==> config.mk <==
export PLATFORM = sky130hd
export DESIGN_NAME = output_misr
export DESIGN_NICKNAME = d
export VERILOG_FILES = /design/src/rtl/output_misr.sv
export SDC_FILE = /design/constraint.sdc
export NUM_CORES = 1
export LEC_CHECK = 0
export CAP_MARGIN = 10
export CORE_ASPECT_RATIO = 2
export CORE_MARGIN = 5
export CORE_UTILIZATION = 53
export CTS_CLUSTER_DIAMETER = 150
export DETAILED_ROUTE_END_ITERATION = 8
export HOLD_SLACK_MARGIN = 0.1
export PLACE_DENSITY = 0.81
export SETUP_SLACK_MARGIN = 0.02
export SYNTH_ARGS = -nofsm -noshare
export SYNTH_HDL_FRONTEND = slang
export SYNTH_SLANG_ARGS = --single-unit
export TNS_END_PERCENT = 20
==> constraint.sdc <==
create_clock -name clk -period 12.3 [get_ports clk]
set_input_delay 1.23 -clock clk [delete_from_list [all_inputs] [get_ports clk]]
set_output_delay 1.23 -clock clk [all_outputs]
set_load 0.005 [all_outputs]
==> src/rtl/output_misr.sv <==
// Output MISR: folds 245-bit result words into a 32-bit signature over a
// fixed number of valid samples and compares it against a golden value.
// Ports:
//   clk, rst (async, active-high)
//   y[244:0], y_valid : sample input
//   start             : begins/restarts a run
//   expected[31:0]    : golden signature, sampled at completion
//   sig, sample_cnt, max_stable : signature and run statistics
//   busy, done, match : run status
module output_misr #(
  parameter int unsigned NUM_SAMPLES = 21,
  parameter logic [31:0] SEED = 32'h0000_0000,
  parameter logic [31:0] POLY = 32'h04C1_1DB7
) (
  input  logic         clk,
  input  logic         rst,
  input  logic [244:0] y,
  input  logic         y_valid,
  input  logic         start,
  input  logic [31:0]  expected,
  output logic [31:0]  sig,
  output logic [7:0]   sample_cnt,
  output logic [7:0]   max_stable,
  output logic         busy,
  output logic         done,
  output logic         match
);

  localparam logic [7:0] LAST = 8'(NUM_SAMPLES);

  typedef enum logic [1:0] {
    IDLE = 2'd0,
    RUN  = 2'd1,
    DONE = 2'd2
  } state_t;

  state_t       state, state_nxt;
  logic [31:0]  sig_nxt;
  logic [7:0]   cnt_nxt, max_nxt;
  logic [7:0]   run_len, len_nxt;
  logic [244:0] last_y, last_nxt;
  logic         match_nxt;

  logic [31:0]  fold;
  logic [31:0]  sig_upd;
  logic [7:0]   cnt_inc;
  logic [7:0]   len_upd;

  always_comb begin
    fold = {11'b0, y[244:224]};
    for (int k = 0; k < 7; k++) begin
      fold = fold ^ y[32*k +: 32];
    end
  end

  assign sig_upd = {sig[30:0], 1'b0}
                 ^ (sig[31] ? POLY : 32'h0)
                 ^ fold;
  assign cnt_inc = sample_cnt + 8'd1;

  // First sample of a run starts a stable streak of one; the streak
  // saturates so max_stable never wraps.
  always_comb begin
    len_upd = 8'd1;
    if (sample_cnt != 8'd0 && y == last_y) begin
      len_upd = (run_len == 8'hFF) ? 8'hFF : run_len + 8'd1;
    end
  end

  always_comb begin
    state_nxt = state;
    sig_nxt   = sig;
    cnt_nxt   = sample_cnt;
    max_nxt   = max_stable;
    len_nxt   = run_len;
    last_nxt  = last_y;
    match_nxt = match;
    case (state)
      IDLE, DONE: begin
        if (start) begin
          state_nxt = RUN;
          sig_nxt   = SEED;
          cnt_nxt   = 8'd0;
          max_nxt   = 8'd0;
          len_nxt   = 8'd0;
          match_nxt = 1'b0;
        end
      end
      RUN: begin
        if (start) begin
          sig_nxt   = SEED;
          cnt_nxt   = 8'd0;
          max_nxt   = 8'd0;
          len_nxt   = 8'd0;
          match_nxt = 1'b0;
        end else if (y_valid) begin
          sig_nxt  = sig_upd;
          cnt_nxt  = cnt_inc;
          last_nxt = y;
          len_nxt  = len_upd;
          max_nxt  = (len_upd > max_stable) ? len_upd : max_stable;
          if (cnt_inc == LAST) begin
            state_nxt = DONE;
            match_nxt = (sig_upd == expected);
          end
        end
      end
      default: state_nxt = IDLE;
    endcase
  end

  always_ff @(posedge clk or posedge rst) begin
    if (rst) begin
      state      <= IDLE;
      sig        <= SEED;
      sample_cnt <= 8'd0;
      max_stable <= 8'd0;
      run_len    <= 8'd0;
      last_y     <= '0;
      match      <= 1'b0;
    end else begin
      state      <= state_nxt;
      sig        <= sig_nxt;
      sample_cnt <= cnt_nxt;
      max_stable <= max_nxt;
      run_len    <= len_nxt;
      last_y     <= last_nxt;
      match      <= match_nxt;
    end
  end

  assign busy = (state == RUN);
  assign done = (state == DONE);

endmodule

==> flow_summary.yaml <==
clock_network:
  numCtsBuffers: 29
  cts-resized-gates: 0
  clkTransAtPathRegs_ps: 60
  worstSkewPairLatency_ps: 600
  cts_root_buf: "clkbuf_16"
  tritoncts: "yes"
  numClockSinks: 304
  ctsHoldBuffers: 0
  post-cts-setup-buffers: 0
  cts_max_path_buffers: 3
  cts-htree-levels: 1
finish:
  area_delta_synth_final_pct: 26.84
  final_nets: 2556
  drive_gt1_share_pct: 3.151
  finalNonFillerCells: 2721
synth:
  synthesis.nets: 2252
  syn_inst: 1960
  synthTopCellsByArea: "dfrtp_1 43%, xnor2_1 18%, nand2_1 16%"
  synth_edf_count: 0
  ys.warnings.count: 0
  seq_area_frac_synth_pct: 43.10
  mappedNetlistArea_mm2: 0.01765
  synth_common_cells: "734 x nand2_1, 359 x xnor2_1, 304 x dfrtp_1"
  ys_ff_latch: 304
  ys_async_sr_fraction_pct: 100.0
  yosysTopAreaCell: "dfrtp_1"
  yosysMostFrequentCell: "nand2_1"
  ys.flop_type: "dfrtp_1"
  synth_top_area_share_pct: 43.10
  syn_avg_cell_area_um2: 9.005
  synth.distinct_cells: 57
route:
  topRoutingLayerUsed: "met4"
  drt-met1-wl_um: 22330
  post_drt_wl_per_cell_um: 25.14
  via_per_inst: 5.663
  dr.pass1.iters: 6
  drc: 0
  ant_nets: 0
  vias: 15410
  wl_met2_um: 34850
  drtIter0Drc: 1309
  wl_um: 68410
  dr_wl_met3_um: 4194
global_routing:
  grt_max_degree: 112
  grt_pass1_wl_um: 98080
  grt_pass1_vias: 15590
  overflow: 0
  antenna_found_initial: 4
  grt.total_usage_pct: 35.79
pwr:
  powerDensity_mw_per_mm2: 212.4
  vdd_drop_max_mv: 0.1541
  p_leak_nw: 10.12
floorplan:
  initial_utilization_pct: 53.59
  io_pins: 332
  die-area_mm2: 0.03727
  rows: 94
  chipWidth_um: 139.0
  core_mm2: 0.03293
  dieHeight_um: 268.1
sta:
  max_freq_ghz: 0.1902
  post-route-period-util_pct: 42.76
  slew_viol_final: 0
  skew_ps: 24.87
  setup_viol: 0
  finalCriticalPeriod_ps: 5259
  maxSlewHeadroom_pct: 17.11
  finalSetupTns_ps: 0
  tightest_slew_ps: 1232
  rsz0062_at_grt: "false"
  finalHoldViolCount: 0
worst_setup_path:
  worstPathRequired_ps: 12770
  worstPathArrival_ps: 5720
  crit_path_max_fanout: 11
  endpoint_kind: "register"
  worstSetupPathType: "primary input to register"
  critPathLaunchType: "primary input"
placement:
  io_buffers: 331
  gp_congestion: 0.9799
  dp.cells: 2665
  place_hpwl_um: 54490
status:
  status: "finished clean"
hold_path:
  hp-class: "register to register"
flow_run:
  cap_viol_max_count: 0
## metrics by stage
step                      util, %  worst slack [ps]  total power, W  hold slack, ps  area, um^2
after floorplan                 -              2667        0.002969           451.2       17650
after global placement      64.79              6214        0.003682           465.7       21340
after detailed placement    64.80              6532        0.003746           475.2       21340
after CTS                   67.95              7113        0.004746           492.0       22380
after global routing        67.98              7046        0.004991           510.6       22390
final                       67.98              7041        0.004756           493.8       22390
## state kept, by name, indices dropped and copies added (netlist names)
| register | flops |
|---|---|
| match | 1 |
| run_len | 8 |
| max_stable | 8 |
| last_y | 245 |
| sample_cnt | 8 |
| state | 2 |
| sig | 32 |
## report_power, final
part           total [W]  internal, W  switching [W]
Sequential       0.00176      0.00142       0.000332
Combinational    0.00201     0.000923        0.00109
Clock           0.000986     0.000564       0.000423
Total            0.00476      0.00291        0.00184
## metal layers
metal,vias to the layer above,global-route usage (%)
met5,-,0
met4,0,29.67
met3,250,4.576
met2,759,63.36
met1,7455,37.75
li1,6944,-
## final cells by class
class                   instances  area (um^2)
diodes                          4        10.01
clock buffers                  39        833.3
repair buffers                345         3415
well taps                     432        540.5
fillers                      2671        10550
inverters                      37        146.4
clock inverters                13        202.7
flip-flops and latches        304         7607
multi-input cells            1547         9632
## cell usage in the layout, fill, tap and decap left out, types with 10 or more instances in the layout
cell / n
nand2_1: 733
xnor2_1: 359
clkdlybuf4s50_1: 331
dfrtp_1: 304
xor2_1: 90
o21ai_0: 66
nand4_1: 55
inv_1: 36
nor4_1: 34
xnor3_1: 30
clkbuf_16: 29
nor2b_1: 16
and3_1: 15
a22o_1: 14
nor2_1: 13
buf_4: 13
nand3_1: 12
ha_1: 11
o22ai_1: 10
a32o_1: 10
## critical path, stage by stage
cell and delay (ps):
clkdlybuf4s50_1 470, xnor2_1 610, nand4_1 160, nor4_1 610
nand4_1 300, nor4_1 400, buf_4 230, and3_1 170
ha_1 230, nor2b_1 130, o21a_1 170, o21a_1 150
o21ai_0 150, a31o_2 230, nor2_1 130, a32o_1 350
## final timing paths
| check | start | end | slack (ps) | cells after the start |
|---|---|---|---|---|
| max in group asynchronous | rst | last_y[208]$_DFFE_PP0P_ | 9630 | 3 |
| min in group asynchronous | rst | sig[20]$_DFFE_PP0P_ | 1160 | 2 |
| max | y[51] | max_stable[6]$_DFFE_PP0P_ | 7040 | 16 |
| min reg2reg | last_y[189]$_DFFE_PP0P_ | last_y[189]$_DFFE_PP0P_ | 490 | 2 |
| min | last_y[189]$_DFFE_PP0P_ | last_y[189]$_DFFE_PP0P_ | 490 | 2 |
| max reg2reg | last_y[51]$_DFFE_PP0P_ | max_stable[6]$_DFFE_PP0P_ | 7760 | 15 |
## logic make-up (layout without fill, tap and decap cells)
group	Yosys count	count (layout)	share of synthesized area, %
buffers and inverters	109	434	2.382
adders and majority gates	11	11	0.7798
other	0	4	0
xor gates and xnor gates	482	482	26.51
AOI/OAI and AO/OA	143	143	5.416
muxes	2	2	0.1134
and+or+nand+nor	909	909	21.69
DFF	304	304	43.10
Note: power is estimated with default switching activity, not from simulation.
